**src/rtl/spi_ram_arbiter.sv**
```systemverilog
// rtl/spi_ram_arbiter.sv - transaction-locked arbiter sharing the SPI RAM between port A and port B
// Optional feature macro: ARB_RR_EN (round-robin arbitration; fixed A-over-B priority when undefined).
// Ports:
//   clk, rst_n                clock (rising edge), synchronous active-low reset
//   a_din, a_valid            port-A command words, no backpressure, buffered in a small FIFO
//   a_dout, a_dout_valid      read data returned to port A
//   a_overflow                sticky flag: a port-A word was dropped on a full FIFO
//   b_din, b_valid, b_ready   port-B command handshake
//   b_dout, b_dout_valid      read data returned to port B
//   ram_din, ram_valid        command word forwarded to the RAM
//   ram_dout, ram_dout_valid  RAM read data
//   lock_timeout              1-cycle pulse when a stalled lock is forcibly released
module spi_ram_arbiter #(
  parameter int A_FIFO_DEPTH = 2,
  parameter int LOCK_TIMEOUT = 64
) (
  input  logic       clk,
  input  logic       rst_n,
  input  logic [9:0] a_din,
  input  logic       a_valid,
  output logic [7:0] a_dout,
  output logic       a_dout_valid,
  output logic       a_overflow,
  input  logic [9:0] b_din,
  input  logic       b_valid,
  output logic       b_ready,
  output logic [7:0] b_dout,
  output logic       b_dout_valid,
  output logic [9:0] ram_din,
  output logic       ram_valid,
  input  logic [7:0] ram_dout,
  input  logic       ram_dout_valid,
  output logic       lock_timeout
);

  localparam int PW = (A_FIFO_DEPTH > 1) ? $clog2(A_FIFO_DEPTH) : 1;
  localparam int CW = $clog2(LOCK_TIMEOUT + 1);

  localparam logic [1:0] CMD_WADDR = 2'b00;
  localparam logic [1:0] CMD_WDATA = 2'b01;
  localparam logic [1:0] CMD_RADDR = 2'b10;

  typedef enum logic [1:0] {IDLE, OWN_A, OWN_B, WAIT_RD} state_t;

  state_t        state, state_next;
  logic          owner_b;
  logic [CW-1:0] tmo_cnt;
  logic          a_first;

  logic [9:0]    fifo_mem [A_FIFO_DEPTH];
  logic [PW-1:0] wr_ptr, rd_ptr;
  logic [PW:0]   fifo_cnt;
  logic          fifo_empty, fifo_full, fifo_push, fifo_pop;

  logic          acc;
  logic          acc_b;
  logic [9:0]    acc_word;
  logic          timeout_hit;

  // Port-A command buffer. A pop in the same cycle frees a slot, so a push
  // into a full FIFO is only dropped when nothing is leaving.
  assign fifo_empty = (fifo_cnt == '0);
  assign fifo_full  = (fifo_cnt == (PW + 1)'(A_FIFO_DEPTH));
  assign fifo_push  = a_valid && (!fifo_full || fifo_pop);

  always_ff @(posedge clk) begin
    if (fifo_push) fifo_mem[wr_ptr] <= a_din;
  end

  always_ff @(posedge clk) begin
    if (!rst_n) begin
      wr_ptr     <= '0;
      rd_ptr     <= '0;
      fifo_cnt   <= '0;
      a_overflow <= 1'b0;
    end else begin
      if (fifo_push) wr_ptr <= wr_ptr + 1'b1;
      if (fifo_pop)  rd_ptr <= rd_ptr + 1'b1;
      case ({fifo_push, fifo_pop})
        2'b10:   fifo_cnt <= fifo_cnt + 1'b1;
        2'b01:   fifo_cnt <= fifo_cnt - 1'b1;
        default: ;
      endcase
      if (a_valid && fifo_full && !fifo_pop) a_overflow <= 1'b1;
    end
  end

  // Arbitration, word acceptance and lock transitions.
  always_comb begin
    state_next  = state;
    fifo_pop    = 1'b0;
    b_ready     = 1'b0;
    acc         = 1'b0;
    acc_b       = 1'b0;
    acc_word    = fifo_mem[rd_ptr];
    timeout_hit = 1'b0;

    if (rst_n) begin
      case (state)
        IDLE: begin
          if (!fifo_empty && (a_first || !b_valid)) begin
            fifo_pop = 1'b1;
            acc      = 1'b1;
          end else if (b_valid) begin
            b_ready  = 1'b1;
            acc      = 1'b1;
            acc_b    = 1'b1;
            acc_word = b_din;
          end
        end
        OWN_A: begin
          if (!fifo_empty) begin
            fifo_pop = 1'b1;
            acc      = 1'b1;
          end
        end
        OWN_B: begin
          b_ready = 1'b1;
          if (b_valid) begin
            acc      = 1'b1;
            acc_b    = 1'b1;
            acc_word = b_din;
          end
        end
        default: ;
      endcase

      // Any accepted command re-targets the lock, so a mismatched command
      // simply acts as a re-address rather than an error.
      if (acc) begin
        case (acc_word[9:8])
          CMD_WADDR, CMD_RADDR: state_next = acc_b ? OWN_B : OWN_A;
          CMD_WDATA:            state_next = IDLE;
          default:              state_next = WAIT_RD;
        endcase
      end else if (state == WAIT_RD && ram_dout_valid) begin
        state_next = IDLE;
      end else if (state != IDLE && tmo_cnt == CW'(LOCK_TIMEOUT - 1)) begin
        state_next  = IDLE;
        timeout_hit = 1'b1;
      end
    end
  end

`ifdef ARB_RR_EN
  // Remembers who released last so that a tie in IDLE goes to the other port.
  logic last_owner_b;
  logic releasing;

  assign a_first   = last_owner_b;
  assign releasing = (state_next == IDLE) && ((state != IDLE) || acc);

  always_ff @(posedge clk) begin
    if (!rst_n) begin
      last_owner_b <= 1'b1;
    end else if (releasing) begin
      last_owner_b <= (state == IDLE) ? acc_b : owner_b;
    end
  end
`else
  assign a_first = 1'b1;
`endif

  always_ff @(posedge clk) begin
    if (!rst_n) begin
      state        <= IDLE;
      owner_b      <= 1'b0;
      tmo_cnt      <= '0;
      ram_din      <= '0;
      ram_valid    <= 1'b0;
      a_dout       <= '0;
      a_dout_valid <= 1'b0;
      b_dout       <= '0;
      b_dout_valid <= 1'b0;
      lock_timeout <= 1'b0;
    end else begin
      state        <= state_next;
      ram_valid    <= acc;
      lock_timeout <= timeout_hit;
      a_dout_valid <= 1'b0;
      b_dout_valid <= 1'b0;

      if (acc) begin
        ram_din <= acc_word;
        owner_b <= acc_b;
      end

      // Counts cycles the lock owner leaves the RAM idle.
      if (acc || state_next == IDLE) begin
        tmo_cnt <= '0;
      end else if (state != IDLE) begin
        tmo_cnt <= tmo_cnt + 1'b1;
      end

      // Read data is only meaningful to the port that issued the read.
      if (state == WAIT_RD && ram_dout_valid) begin
        if (owner_b) begin
          b_dout       <= ram_dout;
          b_dout_valid <= 1'b1;
        end else begin
          a_dout       <= ram_dout;
          a_dout_valid <= 1'b1;
        end
      end
    end
  end

endmodule

```
**config.mk**
```make
export PLATFORM = sky130hd
export DESIGN_NAME = spi_ram_arbiter
export DESIGN_NICKNAME = d
export VERILOG_FILES = /design/src/rtl/spi_ram_arbiter.sv
export SDC_FILE = /design/constraint.sdc
export NUM_CORES = 1
export LEC_CHECK = 0
export CAP_MARGIN = 10
export CELL_PAD_IN_SITES_DETAIL_PLACEMENT = 1
export CELL_PAD_IN_SITES_GLOBAL_PLACEMENT = 2
export CORE_ASPECT_RATIO = 1.5
export CORE_UTILIZATION = 30
export CTS_CLUSTER_SIZE = 28
export DETAILED_ROUTE_END_ITERATION = 8
export PLACE_DENSITY_LB_ADDON = 0.2
export REMOVE_ABC_BUFFERS = 1
export SLEW_MARGIN = 20
export SYNTH_ARGS = -nofsm -noshare
export SYNTH_HDL_FRONTEND = slang
export SYNTH_SLANG_ARGS = --single-unit
```
**constraint.sdc**
```tcl
create_clock -name clk -period 2.5 [get_ports clk]
set_clock_uncertainty 0.05 [all_clocks]
set_input_delay 0.25 -clock clk [delete_from_list [all_inputs] [get_ports clk]]
set_output_delay 0.25 -clock clk [all_outputs]
set_load 0.005 [all_outputs]
```
==> qor.txt <==
reg2reg start: fifo_cnt[0]
power density cells: 968 nW/um^2
Residual DRC: 0
min Tclk post-route: 2.10 ns
crit path max fanout: 7
final hold vios: 0
crit path launch type: flip-flop
die extent in y: 119 um
Core Area: 8830 um^2
Cell Area, Synth: 2720 um^2
first-pass GRT wire length: 10100 um
Worst Reg-to-Reg Cells: 5
r2r endpoint: fifo_cnt[1]
number of buffers inserted by hold repair at cts: 0
largest net degree at the start of global routing: 19
crit path cell chain: o21bai_4 -> nand2_2 -> nor3_1 -> clkdlybuf4s50_1
hold path depth: 2
synth-to-layout area growth: 38.2%
Peak VDD IR: 487 uV
H-tree depth: 3
type of the most critical hold path: flip-flop to flip-flop
CTS Buf Count: 9
Critical Path AT: 1.80 ns
Critical Path RT: 2.20 ns
CTS Sinks: 66
Yosys Warn Count: 0
count of pins over their slew limit: 0
ant diodes: 0
number of global-route vias before repair: 2095
full die area: 9450 um^2
CTS clk-pin slew, worst paths: 0.05 ns
number of synthesized flops with an enable pin: 20
Distinct cells, synth: 39
CTS resizes: 0
RSZ-0062 raised after global routing: false
Worst R2R Setup Slack: 0.55 ns
total track usage: 14.5%
CP Capture Type: output port
Initial Util: 30.8%
routed length on met1: 2730 um
Detail Placement HPWL: 4490 um
met3 routed WL: 303 um
sequential element share of the synthesized area: 56.0%
max layer used: met4
Clk Latency, worst-skew pair: 0.32 ns
Post CTS Setup Buffer Count: 0
placed cell areas: 3480 um^2
layout cell share with drive strength beyond 1: 10.4%
routed length per instance: 13.8 um
DR pass1 iterations: 4
via count: 2075
Setup-failing EPs final: 0
antenna viol nets, final: 0
Post-synth top cells: nand2_1 (61), dfxtp_1 (46), edfxtp_1 (20), mux2i_1 (20), a21boi_0 (15)
DRT Wirelength: 6170 um
grt ovf: 0
outcome: complete, no violations
DR iter-0 viols: 44
post-layout util: 42.5%
Max clock buf depth: 2
share of the synthesized area in the top cell type: 33.9%
WHS Endpoint: b_dout[6]
Slew @ Worst Pin: 0.656 ns
CTS tree: yes
DR WL met2: 3040 um
Pleak: 1.37 nW
ys async rst share: 0%
top post-synthesis cells by area: dfxtp_1 (34%), edfxtp_1 (22%), nand2_1 (8.4%)
Yosys top cell by area: dfxtp_1
MaxCap Viol Count: 0
main flop type after synthesis: dfxtp_1
# port buffers: 64
Rel. slew slack: 56.2%
Yosys reg bits: 66
gate count after technology mapping: 264
CP Class: flip-flop to output port
hold wc startpoint: b_dout[6]
Final Wtd Congestion: 0.659
fin nets: 369
num ports: 65
DR vias/cell: 4.63
final instance area: 3750 um^2
Total Power: 3.63 mW
initial antenna violation count: 0
final period utilization: 84.0%
Max stage delay on crit path: 0.54 ns
top-count cell post-synth: nand2_1
Rows: 42
Die Wd: 79.7 um
total negative slack: 0 ns
Clock Tree Root: clkbuf_16
slowest CP cell: clkdlybuf4s50_1
syn avg cell area: 10.3 um^2
Max Clk Rate: 0.476 GHz
where the power goes:
group          total (mW)  switching (mW)  internal [mW]
Sequential           1.47           0.176           1.30
Combinational        1.02           0.463          0.561
Clock                1.14           0.424          0.713
Total                3.63            1.06           2.57
flip-flops by register name (all words and copies together), names as in the netlist, named ones only:
signal        count
wr_ptr            1
fifo_cnt          2
state             2
b_dout            8
lock_timeout      1
rd_ptr            1
fifo_mem         20
b_dout_valid      1
ram_din          10
a_overflow        1
ram_valid         1
a_dout            8
tmo_cnt           7
owner_b           1
a_dout_valid      1
worst max-delay path by stage:
stage | to | cells past startpoint | slack (ns) | from
after floorplan | ram_din[0] | 4 | 0.63 | state[0]
after global placement | fifo_cnt[1] | 6 | 0.37 | rst_n
after detailed placement | fifo_cnt[1] | 6 | 0.28 | rst_n
after CTS | b_ready | 4 | 0.35 | state[1]
after global routing | b_ready | 4 | 0.27 | state[1]
final | b_ready | 4 | 0.40 | state[1]
worst max-delay path: cells and delay by family (launching register included):
| family | cells | cell delay, ns |
|---|---|---|
| buf+inv | 1 | 0.54 |
| flops | 1 | 0.46 |
| simple gates | 2 | 0.29 |
| compound gates | 1 | 0.19 |
metrics by stage:
stage	instances	setup WS, ns	hold WS [ns]
after CTS	448	0.350	0.411
after floorplan	250	0.630	0.299
final	448	0.400	0.406
after global routing	448	0.275	0.426
after detailed placement	433	0.281	0.403
after global placement	433	0.366	0.391
placed cells by master, fill, tap and decap left out, drive strengths merged, types with 2 or more instances in the layout:
master	n
clkinv	3
inv	5
nor2	12
ha	2
buf	9
and2	7
a21oi	4
a21boi	17
or3	4
xnor2	5
and3	13
xor2	2
dfxtp	46
edfxtp	20
o21a	3
nor3	4
nor2b	2
nand2	62
clkdlybuf4s50	64
clkbuf	12
nand2b	3
mux2i	20
o21ai	10
area by class of cell:
cell class,instances,area [um^2]
clock inverter,3,15.0
clock buffer,12,256
inverter,5,18.8
fill,995,5070
timing repair buffer,73,708
multi-input combinational,179,1100
sequential,66,1520
tap,110,138
layer usage:
| metal | vias to the layer above | global-route usage [%] |
|---|---|---|
| li1 | 1041 | - |
| met1 | 971 | 17.5 |
| met2 | 55 | 22.8 |
| met3 | 8 | 4.40 |
| met4 | 0 | 7.16 |
| met5 | - | 0 |
cells by family (layout without fill, tap and decap cells):
kind of cell | count (synthesis) | after routing | synth area share (%)
AND/OR/NAND/NOR | 110 | 110 | 18.8
flip-flops | 66 | 66 | 56.0
AO/OA/AOI/OAI | 40 | 40 | 10.9
multiplexers | 20 | 20 | 7.37
buffers and inverters | 19 | 93 | 3.73
XOR/XNOR | 7 | 7 | 2.26
adder cells (fa/ha/maj) | 2 | 2 | 0.921
Note: power is estimated with default switching activity, not from simulation.
